==> config.mk <==
export PLATFORM = sky130hd
export DESIGN_NAME = uart_top
export DESIGN_NICKNAME = d
export VERILOG_FILES = /design/src/rtl/uart_pkg.sv /design/src/rtl/uart_rx.sv /design/src/rtl/uart_top.sv
export SDC_FILE = /design/constraint.sdc
export NUM_CORES = 1
export LEC_CHECK = 0
export BUFFER_PORTS_ARGS = -buffer_cell sky130_fd_sc_hd__buf_2
export CORE_MARGIN = 2
export CORE_UTILIZATION = 55
export DETAILED_ROUTE_END_ITERATION = 10
export GPL_TIMING_DRIVEN = 0
export PLACE_DENSITY = 0.85
export SLEW_MARGIN = 25
export SYNTH_ARGS = -nofsm -noshare
export SYNTH_HDL_FRONTEND = slang
export SYNTH_SLANG_ARGS = --single-unit
==> constraint.sdc <==
create_clock -name clk -period 2.2 [get_ports clk]
set_input_delay 0.11 -clock clk [delete_from_list [all_inputs] [get_ports clk]]
set_output_delay 0.11 -clock clk [all_outputs]
set_load 0.005 [all_outputs]
==> src/rtl/uart_pkg.sv <==
// uart_pkg: register map, bit positions and engine state shared by
// the UART register file and its serial engines.
package uart_pkg;

    localparam logic [1:0] ADDR_DIV  = 2'd0;
    localparam logic [1:0] ADDR_CTRL = 2'd1;
    localparam logic [1:0] ADDR_DATA = 2'd2;
    localparam logic [1:0] ADDR_STAT = 2'd3;

    localparam int CTRL_TX_GO = 7;
    localparam int CTRL_RX_EN = 6;

    localparam int ST_TX_BUSY   = 7;
    localparam int ST_RX_VALID  = 6;
    localparam int ST_OVERRUN   = 5;
    localparam int ST_FRAME_ERR = 4;

    typedef enum logic [1:0] {
        IDLE,
        START,
        DATA,
        STOP
    } state_t;

endpackage

==> src/rtl/uart_rx.sv <==
// uart_rx: 8N1 receiver with input synchroniser, start validation
// at mid-start, mid-bit data sampling and stop-bit check.
module uart_rx
    import uart_pkg::*;
#(
    parameter int DATA_W = 8,
    parameter int OVS    = 16
) (
    input  logic              clk,
    input  logic              rst,
    input  logic              tick,
    input  logic              en,
    input  logic              rx,
    output logic              done,
    output logic              ferr,
    output logic [DATA_W-1:0] data
);
    localparam int CW = $clog2(OVS);
    localparam int BW = $clog2(DATA_W);
    localparam logic [CW-1:0] LAST = CW'(OVS - 1);
    localparam logic [CW-1:0] HALF = CW'(OVS / 2 - 1);

    logic              s1, s2, s_prev;
    state_t            st, st_n;
    logic [CW-1:0]     cnt, cnt_n;
    logic [BW-1:0]     bit_q, bit_n;
    logic [DATA_W-1:0] sh, sh_n;

    always_ff @(posedge clk or negedge rst) begin
        if (!rst) begin
            s1     <= 1'b1;
            s2     <= 1'b1;
            s_prev <= 1'b1;
            st     <= IDLE;
            cnt    <= '0;
            bit_q  <= '0;
            sh     <= '0;
        end else begin
            s1     <= rx;
            s2     <= s1;
            s_prev <= s2;
            st     <= st_n;
            cnt    <= cnt_n;
            bit_q  <= bit_n;
            sh     <= sh_n;
        end
    end

    always_comb begin
        st_n  = st;
        cnt_n = cnt;
        bit_n = bit_q;
        sh_n  = sh;
        done  = 1'b0;
        ferr  = 1'b0;
        if (!en) begin
            st_n = IDLE;
        end else begin
            case (st)
                IDLE: begin
                    if (s_prev && !s2) begin
                        st_n  = START;
                        cnt_n = '0;
                    end
                end
                START: begin
                    if (tick) begin
                        cnt_n = cnt + 1'b1;
                        // mid-start re-check rejects short glitches
                        if (cnt == HALF) begin
                            cnt_n = '0;
                            bit_n = '0;
                            st_n  = s2 ? IDLE : DATA;
                        end
                    end
                end
                DATA: begin
                    if (tick) begin
                        cnt_n = cnt + 1'b1;
                        if (cnt == LAST) begin
                            cnt_n = '0;
                            sh_n  = {s2, sh[DATA_W-1:1]};
                            bit_n = bit_q + 1'b1;
                            if (bit_q == BW'(DATA_W - 1))
                                st_n = STOP;
                        end
                    end
                end
                STOP: begin
                    if (tick && cnt == LAST) begin
                        st_n = IDLE;
                        done = s2;
                        ferr = !s2;
                    end else if (tick) begin
                        cnt_n = cnt + 1'b1;
                    end
                end
                default: st_n = IDLE;
            endcase
        end
    end

    assign data = sh;

endmodule

==> src/rtl/uart_top.sv <==
// uart_top: memory-mapped 8N1 UART; register file, baud tick and TX
// engine live here, the receiver is uart_rx.
module uart_top
    import uart_pkg::*;
#(
    parameter int DATA_W    = 8,
    parameter int OVS       = 16,
    parameter int RESET_DIV = 130
) (
    input  logic              clk,
    input  logic              rst,
    input  logic [1:0]        address,
    input  logic [DATA_W-1:0] write_data,
    output logic [DATA_W-1:0] read_data,
    input  logic              we,
    input  logic              re,
    output logic              tx,
    input  logic              rx
);
    localparam int CW = $clog2(OVS);
    localparam int BW = $clog2(DATA_W);
    localparam logic [CW-1:0] LAST = CW'(OVS - 1);

    logic [DATA_W-1:0] div_q, baud_cnt, txdata, rxdata, rd_mux;
    logic              tx_go, rx_en, rx_valid, overrun, frame_err;
    logic              tick, tx_launch, tx_busy;
    logic              rx_done, rx_ferr;
    logic [DATA_W-1:0] rx_byte;

    state_t            tx_st, tx_st_n;
    logic [CW-1:0]     tx_cnt, tx_cnt_n;
    logic [BW-1:0]     tx_bit, tx_bit_n;
    logic [DATA_W-1:0] tx_sh, tx_sh_n;

    assign tick    = (baud_cnt == div_q);
    assign tx_busy = (tx_st != IDLE);

    always_ff @(posedge clk or negedge rst) begin
        if (!rst)
            baud_cnt <= '0;
        else if ((we && address == ADDR_DIV) || tick)
            baud_cnt <= '0;
        else
            baud_cnt <= baud_cnt + 1'b1;
    end

    always_comb begin
        rd_mux = '0;
        case (address)
            ADDR_DIV:  rd_mux = div_q;
            ADDR_CTRL: begin
                rd_mux[CTRL_TX_GO] = tx_go;
                rd_mux[CTRL_RX_EN] = rx_en;
            end
            ADDR_DATA: rd_mux = rxdata;
            ADDR_STAT: begin
                rd_mux[ST_TX_BUSY]   = tx_busy;
                rd_mux[ST_RX_VALID]  = rx_valid;
                rd_mux[ST_OVERRUN]   = overrun;
                rd_mux[ST_FRAME_ERR] = frame_err;
            end
            default: rd_mux = '0;
        endcase
    end

    always_ff @(posedge clk or negedge rst) begin
        if (!rst) begin
            div_q     <= DATA_W'(RESET_DIV);
            tx_go     <= 1'b0;
            rx_en     <= 1'b0;
            txdata    <= '0;
            rxdata    <= '0;
            rx_valid  <= 1'b0;
            overrun   <= 1'b0;
            frame_err <= 1'b0;
            read_data <= '0;
        end else begin
            if (tx_launch)
                tx_go <= 1'b0;
            if (re && address == ADDR_DATA)
                rx_valid <= 1'b0;
            if (we) begin
                case (address)
                    ADDR_DIV:  div_q <= write_data;
                    ADDR_CTRL: begin
                        tx_go <= write_data[CTRL_TX_GO];
                        rx_en <= write_data[CTRL_RX_EN];
                    end
                    ADDR_DATA: txdata <= write_data;
                    ADDR_STAT: begin
                        if (write_data[ST_RX_VALID])  rx_valid  <= 1'b0;
                        if (write_data[ST_OVERRUN])   overrun   <= 1'b0;
                        if (write_data[ST_FRAME_ERR]) frame_err <= 1'b0;
                    end
                    default: ;
                endcase
            end
            // new-byte events come last so set beats any clear
            if (rx_done) begin
                rxdata   <= rx_byte;
                rx_valid <= 1'b1;
                if (rx_valid) overrun <= 1'b1;
            end
            if (rx_ferr)
                frame_err <= 1'b1;
            if (re)
                read_data <= rd_mux;
        end
    end

    always_ff @(posedge clk or negedge rst) begin
        if (!rst) begin
            tx_st  <= IDLE;
            tx_cnt <= '0;
            tx_bit <= '0;
            tx_sh  <= '0;
        end else begin
            tx_st  <= tx_st_n;
            tx_cnt <= tx_cnt_n;
            tx_bit <= tx_bit_n;
            tx_sh  <= tx_sh_n;
        end
    end

    always_comb begin
        tx_st_n   = tx_st;
        tx_cnt_n  = tx_cnt;
        tx_bit_n  = tx_bit;
        tx_sh_n   = tx_sh;
        tx_launch = 1'b0;
        case (tx_st)
            IDLE: begin
                if (tx_go) begin
                    tx_launch = 1'b1;
                    tx_st_n   = START;
                    tx_cnt_n  = '0;
                    tx_sh_n   = txdata;
                end
            end
            START: begin
                if (tick) begin
                    tx_cnt_n = tx_cnt + 1'b1;
                    if (tx_cnt == LAST) begin
                        tx_cnt_n = '0;
                        tx_bit_n = '0;
                        tx_st_n  = DATA;
                    end
                end
            end
            DATA: begin
                if (tick) begin
                    tx_cnt_n = tx_cnt + 1'b1;
                    if (tx_cnt == LAST) begin
                        tx_cnt_n = '0;
                        tx_sh_n  = tx_sh >> 1;
                        tx_bit_n = tx_bit + 1'b1;
                        if (tx_bit == BW'(DATA_W - 1))
                            tx_st_n = STOP;
                    end
                end
            end
            STOP: begin
                if (tick) begin
                    tx_cnt_n = tx_cnt + 1'b1;
                    if (tx_cnt == LAST) begin
                        tx_cnt_n = '0;
                        tx_st_n  = IDLE;
                    end
                end
            end
            default: tx_st_n = IDLE;
        endcase
    end

    always_comb begin
        tx = 1'b1;
        if (tx_st == START)
            tx = 1'b0;
        else if (tx_st == DATA)
            tx = tx_sh[0];
    end

    uart_rx #(
        .DATA_W (DATA_W),
        .OVS    (OVS)
    ) u_rx (
        .clk  (clk),
        .rst  (rst),
        .tick (tick),
        .en   (rx_en),
        .rx   (rx),
        .done (rx_done),
        .ferr (rx_ferr),
        .data (rx_byte)
    );

endmodule

-- Word level (Yosys, flattened, before mapping)
Index checks and enable logic that the tools add are counted.
Widths: inputs -> output; s select.
- add/sub/neg operators: 5
- equality and inequality tests: 38
- multiplexer cells: 76
- reductions and logical operators: 29
- operator list (kind ; number):
    $mux 4 ; 10
    $mux 2 ; 17
    $mux 8 ; 4
    $mux 1 ; 27
    $mux 3 ; 8
    $ne 2x2->1 const B ; 12
    $pmux 2 s4 ; 3
    $pmux 4 s2 ; 2
    $pmux 4 s4 ; 1
    $pmux 8 s2 ; 1
    $ne 3x2->1 const B ; 5
    $reduce_bool 2->1 ; 7
    $eq 2x2->1 const B ; 6
    $pmux 3 s2 ; 2
    $reduce_and 6->1 ; 2
    $add 4x1->4 const B ; 2
    $add 8x1->8 const B ; 1
    $eq 4x4->1 const B ; 2
    $eq 8x8->1 ; 1
    $ne 2x1->1 const B ; 4
    $reduce_and 2->1 ; 4
    $reduce_and 4->1 ; 2
    $reduce_and 8->1 ; 1
    $reduce_and 7->1 ; 1
    13 further kinds ; 23
- bits in registers: 82
- input bits: 15
- output and inout port bits: 9
- word-level logic and storage cells: 169

-- Logic depth before layout (Yosys ltp)
Gate-level depths: netlist of the first run.
- word-level depth: 7
- gate-level depth with buffers: 8
- gate-level depth less buffers: 7

-- Cells and area by module
A second synthesis of the first run with hierarchy kept.
- cell total of the unflattened synthesis: 350
- area total of the unflattened synthesis: 4063.9 um2
- modules (own cells, without submodules) (module ; times used ; cells an instance ; area an instance (um2) ; seq. area each (um2)):
    uart_top ; 1 ; 257 ; 3014.1 ; 1554.0
    uart_rx ; 1 ; 93 ; 1049.8 ; 504.2

-- Least setup slack after synthesis of the first run
No wires, ideal clock.
- kind: reg-to-reg
- start: reg div_q[7]
- end: reg u_rx.sh[1], in the netlist u_rx.data[1]
- setup time: 0.128 ns
- arrival time: 2.065 ns
- required time: 2.072 ns
- slack: 0.008 ns
- cell stages (with the launch flop): 7
- buffers on the path: 1
- clock period less this slack: 2.192 ns
- cell sequence: dfstp_2 xor2_1 nor4_4 nand2_4 nor4_2 buf_4 mux2_1
- word-level cells in the longest chain between the ends: 2
- ends and longest elaborated chain (item ; RTL line ; text):
    start, declared ; uart_top.sv:24 ; logic [DATA_W-1:0] div_q, baud_cnt, txdata, rxdata, rd_mux;
    start signal, assigned ; uart_top.sv:68 ; div_q <= DATA_W'(RESET_DIV);
    start signal, assigned ; uart_top.sv:84 ; ADDR_DIV: div_q <= write_data;
    $eq 8x8->1 ; uart_top.sv:35 ; assign tick = (baud_cnt == div_q);
    $reduce_and 4->1 (no source line) ; -- ;
    end signal, assigned ; uart_rx.sv:45 ; sh <= sh_n;
    end, declared ; uart_rx.sv:27 ; logic [DATA_W-1:0] sh, sh_n;
No other way between the ends.
A chain may end at the register's enable or synchronous reset.

-- Final worst setup path of the first run
- start: reg div_q[3]
- end: reg u_rx.bit_q[0]
- word-level cells in the longest chain between the ends: 3
- elaborated cells on any way between the ends: 4
- classes of those cells: eq/ne: 3; reduce/logical: 1
- ends and longest elaborated chain (item ; RTL line ; text):
    $eq 8x8->1 * ; uart_top.sv:35 ;
    $ne 2x2->1 (no source line) ; -- ;
    $reduce_and 6->1 (no source line) * ; -- ;
    end signal, assigned ; uart_rx.sv:44 ; bit_q <= bit_n;
    end, declared ; uart_rx.sv:26 ; logic [BW-1:0] bit_q, bit_n;
Every way passes the cells marked *; elsewhere a longest branch is shown, timed or not.

==> metrics, run 1 <==
capturing instance or port of the critical path=u_rx.bit_q[0]; met2 GRT Util=0.366; number of standard cells in the layout, taps in and fillers out=488; slew at the pin closest to its max-slew limit=roughly 0.8 ns; dpl hpwl=5350 µm; static leakage=about 2.2 nW; r2r worst-path depth=7; beginning of the worst register-to-register path=div_q[3]; via count of the first global-routing pass=2838; global-route wire length before repair=13500 µm; post-synthesis cell type count=54; drt initial violations=about 140; Finished Cell Area=4670 µm²; Peak Freq=around 470 MHz; number of warnings reported in the yosys synthesis log=0; Synth Register Bits=between 80 and 90; global routing met3 resource utilization=0.0683; total wire length=just under 8000 µm; most common cell after layout, fill and taps aside=dfrtp_1; number of clock buffers inserted by TritonCTS=9; source-to-sink clock delay at the later pin of the worst-skew pair=roughly 0.37 ns; class of the most critical setup path=flop to flop; placement-stage worst setup slack=-0.439 ns; register-to-register path setup slack=0.07 ns; ordered cell list for the critical path=xor2_1 > nor4_4 > buf_4 > buf_4 > a31oi_1 > a2111o_1 > mux2_2; DRC errors left=0; area overhead of the layout relative to synthesis=16.1%; shortest clock period the worst path allows after layout=between 2 and 2.5 ns; core area=7180 µm²; number of iterations in the first detailed-routing pass=4; beginning of the critical path=div_q[3]; capturing element type of the critical path=flop; H-tree depth=3; per-cell routed wire length=approximately 16 µm; overall die area=approximately 8000 µm²; placed cell count=453; type of origin of the critical path=flop; least setup slack across all paths after layout=about 0.069 ns; pin count of the biggest net entering global routing=43; Tightest Hold Check Type=input pin to flop; most used cells in the layout excluding fill and tap cells=76 x dfrtp_1, 35 x mux2_2, 22 x buf_2, 18 x nor2_1; Routability Congestion=slightly above 0.8; cell repeated most along the worst path=buf_4; IO Pins=24; die boundary height=89.5 µm; slowest CP cell=dfrtp_1; cell area after placement=between 4000 and 5000 µm²; number of instances in the synthesized netlist=~330; share of synthesized area occupied by flip-flops and latches=0.512; mean instance size in the synthesized netlist=~12 µm²; Setup Viol. Count Final=0; worst clock skew=0.00568 ns; share of the clock period used by the worst path after layout=0.968; Post-synth top flop=dfrtp_1; IO Port Bufs=22; number of antenna repair diodes=0; outcome=finished clean; total gr overflow=0; Final Max Tran Viols=0; Max transition margin=0.475; clock tree from TritonCTS=done; Worst path max stage delay=between 0.4 and 0.5 ns; Peak supply drop=0.556 mV; maximum number of buffers from clock root to sink=2; EDFF count, synth=0; critical path data arrival time=~2.4 ns; Mapped Nets=358; cell at the root of the clock tree=clkbuf_8; number of nets at the end of the flow=approximately 410; final hold violation count=0; fraction of layout instances using a drive strength above 1=0.308; remaining antenna violation count=0; total global-route track usage=0.228; starting utilization of the core area=0.560; met1 Use GR=0.293; global-route layer with the greatest usage=met2; maximum fanout encountered on the critical timing path=5; number of rows created at floorplan=31; CP required=~2.5 ns; share of async-settable or async-resettable flops after synthesis=1.00; Vias per Instance=5.65; synthesized area=roughly 4000 µm²; number of vias after detailed routing=between 2000 and 3000; antenna violations before repair=0; pwr dens=around 900 nW/µm²; horizontal die dimension=89.5 µm; clk sink count=82; max-cap check violation count=0; FILL cells=~510; minimum hold slack=between 0.02 and 0.025 ns; CTS clk-pin slew, worst paths=0.09 ns; r2r endpoint=u_rx.bit_q[0]
-- worst min-delay path by stage --
stage	start	end	slack (ns)	cells past startpoint
2_1_floorplan	rst	baud_cnt[0]	-0.19	0
3_3_place_gp	rx	u_rx.s1	0.22	1
3_5_place_dp	rst	tx_cnt[3]	0.14	1
4_1_cts	write_data[5]	div_q[5]	0.008	2
5_1_grt	write_data[5]	div_q[5]	0.0002	2
6_report	write_data[4]	txdata[4]	0.02	2
-- per-stage QoR --
stage	power, W	utilization	TNS (ns)
after floorplan	0.00277	-	0
after global placement	0.00300	0.593	-7.05
after detailed placement	0.00307	0.596	-9.28
after CTS	0.00418	0.643	0
after global routing	0.00445	0.651	-0.0760
final	0.00421	0.651	0
-- report_power, final --
| group | switching (W) | leakage [nW] | internal, W |
|---|---|---|---|
| clock | 0.000610 | 0.0848 | 0.000429 |
| sequential | 0.000175 | 1.06 | 0.00175 |
| combinational | 0.000621 | 1.04 | 0.000626 |
| total | 0.00141 | 2.19 | 0.00280 |
-- registers in the layout, indices dropped and copies added, names as in the netlist, 2 cells and up --
register / count
baud_cnt: 8
div_q: 8
read_data: 8
rxdata: 8
tx_sh: 8
txdata: 8
u_rx.data: 8
tx_cnt: 4
u_rx.cnt: 4
tx_bit: 3
u_rx.bit_q: 3
tx_st: 2
u_rx.st: 2
-- Yosys cell counts (2+ instances only) --
master | number | area [µm²]
nand2_1 | 17 | 63.8
dfstp_2 | 5 | 131
o21ai_0 | 14 | 70.1
and3_1 | 4 | 25.0
a31oi_1 | 5 | 31.3
xnor2_1 | 2 | 17.5
nor3_1 | 2 | 10.0
and2_1 | 2 | 12.5
a21oi_1 | 8 | 40.0
a32o_1 | 2 | 20.0
mux2_1 | 7 | 78.8
mux2_4 | 8 | 120
dfrtp_1 | 77 | 1930
a22o_1 | 2 | 17.5
xor2_1 | 13 | 114
mux2i_1 | 10 | 100
o31ai_1 | 2 | 15.0
nand4_1 | 3 | 18.8
clkbuf_1 | 8 | 30.0
or3_1 | 4 | 25.0
inv_1 | 17 | 63.8
nor2_1 | 19 | 71.3
nand2b_1 | 3 | 18.8
nor2b_1 | 2 | 12.5
nand3b_1 | 3 | 22.5
o22ai_1 | 5 | 31.3
o21bai_1 | 2 | 15.0
ha_1 | 12 | 150
nand3_1 | 10 | 50.1
buf_6 | 2 | 22.5
nor4_4 | 2 | 42.5
a21o_1 | 2 | 15.0
mux2_2 | 35 | 394
a22oi_1 | 2 | 15.0
-- critical path: cells and delay by family, from the launching register on --
family / cells / cell delay, ns
buf+inv: 2 / 0.30
mux: 1 / 0.27
compound gates: 2 / 0.47
flops: 1 / 0.42
xor+xnor: 1 / 0.20
simple gates: 1 / 0.35
-- per-layer routing --
| metal | wire [µm] | up-vias | part of all wire |
|---|---|---|---|
| li1 | - | 1292 | - |
| met1 | 3450 | 1382 | 0.43 |
| met2 | 3970 | 71 | 0.50 |
| met3 | 394 | 13 | 0.050 |
| met4 | 126 | 0 | 0.016 |
| met5 | 0 | - | 0 |
-- final cells by class --
type	instances	area, µm²	share of cell area
Timing Repair Buffer	43	300	0.0643
Inverter	17	63.8	0.0137
Clock buffer	9	124	0.0265
Sequential cell	82	2060	0.441
Tap cell	99	124	0.0265
Clock inverter	7	60.1	0.0129
Buffer	10	62.6	0.0134
Multi-Input combinational cell	221	1870	0.402
-- timing repair --
item	in CTS	in global routing
setup endpoints to repair	47	37
setup buffers	8	5
resized for setup	3	5
hold endpoints to repair	49	0
hold buffers	7	0
pin swaps	3	1
gates cloned	1	0
-- cell families (layout without fill, tap and decap cells) --
group,count (synthesis),in the layout,synth area share
AOI/OAI and AO/OA,53,53,0.0887
xor gates and xnor gates,15,15,0.0327
adders and majority gates,12,12,0.0373
buffers and inverters,29,86,0.0320
DFF,82,82,0.512
muxes,62,62,0.185
and+or+nand+nor,78,79,0.113
Power figures use the tool's default switching activity.
==> run 2: changes to the inputs <==
--- a/config.mk
+++ b/config.mk
@@ -6,7 +6,7 @@
 export NUM_CORES = 1
 export LEC_CHECK = 0
 export BUFFER_PORTS_ARGS = -buffer_cell sky130_fd_sc_hd__buf_2
-export CORE_MARGIN = 2
+export CORE_MARGIN = 3
 export CORE_UTILIZATION = 55
 export DETAILED_ROUTE_END_ITERATION = 10
 export GPL_TIMING_DRIVEN = 0
==> run 2 against run 1 <==
Cell count fell by 1.0%. Total power rose by 2.2%. Wire length rose by 7.7%. Utilization rose by 2.5 points. Sequential power barely moved. Largest power group unchanged. Highest routed layer unchanged.
==> metrics, run 2 (synthesized netlist as in run 1, its figures left out) <==
fraction of layout instances using a drive strength above 1=0.315 (+0.00676); die boundary height=91.5 µm (+2.2%); beginning of the worst register-to-register path=div_q[3]; per-cell routed wire length=17.7 µm (+8.8%); starting utilization of the core area=0.579 (+0.0187); max-cap check violation count=0 (unchanged); Peak Freq=457 MHz (-2.6%); number of nets at the end of the flow=409 (-0.49%); antenna violations before repair=0 (unchanged); final hold violation count=0 (unchanged); CTS clk-pin slew, worst paths=0.09 ns (about the same); critical path depth in cells=8 (+1); IO Port Bufs=22 (unchanged); core area=6940 µm² (-3.2%); share of the clock period used by the worst path after layout=0.995 (+0.0260); Routability Congestion=0.878 (+6.8%); CP required=2.45 ns (about the same); outcome=finished clean; H-tree depth=3 (unchanged); most common cell after layout, fill and taps aside=dfrtp_1; number of iterations in the first detailed-routing pass=7 (+3); dpl hpwl=5660 µm (+5.8%); capturing element type of the critical path=flop; area overhead of the layout relative to synthesis=16.6%; share of the core filled with cells=0.675 (+0.0249); source-to-sink clock delay at the later pin of the worst-skew pair=0.36 ns (about the same); via count of the first global-routing pass=2880 (+1.5%); minimum hold slack=0.0203 ns (-0.00153 ns); slowest CP cell=dfrtp_2; Worst path max stage delay=0.46 ns (+0.04 ns); type of origin of the critical path=flop; number of antenna repair diodes=0 (unchanged); class of the most critical setup path=flop to flop; number of rows created at floorplan=30 (-3.2%); combined buffer and inverter count along the critical path=3 (+1); total wire length=8550 µm (+7.7%); Peak supply drop=0.678 mV (+22%); most used cells in the layout excluding fill and tap cells=75 x dfrtp_1, 35 x mux2_2, 22 x buf_2, 18 x nor2_1; ordered cell list for the critical path=xor2_2 > nor4_4 > buf_4 > buf_6 > and2_4 > buf_8 > nand4_4 > mux2_4; critical path data arrival time=2.44 ns (+0.05 ns); number of vias after detailed routing=2816 (+2.1%); shortest clock period the worst path allows after layout=2.19 ns (+0.0573 ns); r2r worst-path depth=8 (+1); total gr overflow=0 (unchanged); pin count of the biggest net entering global routing=43 (unchanged); worst clock skew=0.0114 ns (+0.00576 ns); global-route wire length before repair=13900 µm (+2.7%); total global-route track usage=0.211 (-0.0172); slew at the pin closest to its max-slew limit=0.707 ns (-0.0772 ns); clk sink count=82 (unchanged); IO Pins=24 (unchanged); pwr dens=916 nW/µm² (+1.7%); clock tree from TritonCTS=done; Tightest Hold Check Type=input pin to flop; overall die area=8370 µm² (+4.5%); horizontal die dimension=91.5 µm (+2.2%); FILL cells=480 (-6.4%); startpoint of the tightest hold check path=write_data[7]; beginning of the critical path=div_q[3]; Cells on Worst Hold Path=3 (+1); DRC errors left=0 (unchanged); number of clock buffers inserted by TritonCTS=9 (unchanged); Setup Viol. Count Final=0 (unchanged); critical path's top delay family=simple AND/OR/NAND/NOR gates; Max transition margin=0.526 (+0.0517); remaining antenna violation count=0 (unchanged); static leakage=2.20 nW (+0.59%); maximum fanout encountered on the critical timing path=6 (+1); Vias per Instance=5.83 (+3.2%); Final Max Tran Viols=0 (unchanged); maximum number of buffers from clock root to sink=2 (unchanged); cell at the root of the clock tree=clkbuf_8; drt initial violations=148 (+6.5%)
==> run 2: cell count changes in the layout (fill, tap and decap cells not counted), sizes merged <==
| cell | before | now |
|---|---|---|
| clkinvlp | 3 | 1 |
| buf | 40 | 39 |
| inv | 21 | 19 |
| bufinv | 0 | 1 |
| dlygate4sd3 | 7 | 6 |
| clkinv | 0 | 3 |
==> run 2: area by class of cell <==
class / count / area [µm²] / area share
sequential: 82 / 2060 / 0.439
multi-input combinational: 221 / 1890 / 0.403
timing repair buffer: 41 / 290 / 0.0619
clock buffer: 9 / 124 / 0.0264
tap: 96 / 120 / 0.0256
clock inverter: 7 / 76.3 / 0.0163
buffer: 10 / 66.3 / 0.0141
inverter: 17 / 63.8 / 0.0136
==> run 2: layer usage <==
metal	part of all wire	GRT usage	up-vias	wire, µm
met5	0	0	-	0
met4	0.019	0.0616	0	161
met3	0.059	0.0630	20	501
met2	0.51	0.352	104	4380
met1	0.41	0.265	1395	3500
li1	-	-	1297	-
==> run 2: path summary, 6_finish.rpt <==
check / to / slack [ns]
max: rxdata[0] / 0.01
min: tx_go / 0.02
max reg2reg: rxdata[0] / 0.01
min reg2reg: u_rx.s2 / 0.36
max in group asynchronous: baud_cnt[0] / 1.34
min in group asynchronous: u_rx.cnt[1] / 0.26
==> run 2: repair_timing <==
item	in CTS	in global routing
pin swaps	3	2
endpoints found under the hold margin	42	0
endpoints found under the setup margin	50	38
gates resized for setup	3	11
setup buffers	7	5
hold buffers	6	0
gates cloned	1	0
==> run 2: tightest hold or removal path, delay by kind of cell <==
family	cells	cell delay [ns]
AOI/OAI and AO/OA	1	0.07
and+or+nand+nor	1	0.05
buffers and inverters	1	0.12
==> run 2: power breakdown <==
part / total, W / leakage [nW] / internal, W / switching, W
Combinational: 0.00125 / 1.04 / 0.000613 / 0.000632
Sequential: 0.00194 / 1.06 / 0.00175 / 0.000196
Clock: 0.00111 / 0.102 / 0.000534 / 0.000577
==> run 2: through the flow <==
| step | cells | total power, W | setup TNS, ns | worst slack [ns] | area, µm² |
|---|---|---|---|---|---|
| after global routing | 483 | 0.00453 | -0.995 | -0.0737 | 4690 |
| after global placement | 449 | 0.00300 | -7.32 | -0.390 | 4250 |
| after detailed placement | 450 | 0.00308 | -11.45 | -0.484 | 4270 |
| final | 483 | 0.00430 | 0 | 0.0121 | 4690 |
| after CTS | 480 | 0.00426 | 0 | 0.0144 | 4620 |
| after floorplan | 331 | 0.00277 | 0 | 0.00752 | 4020 |
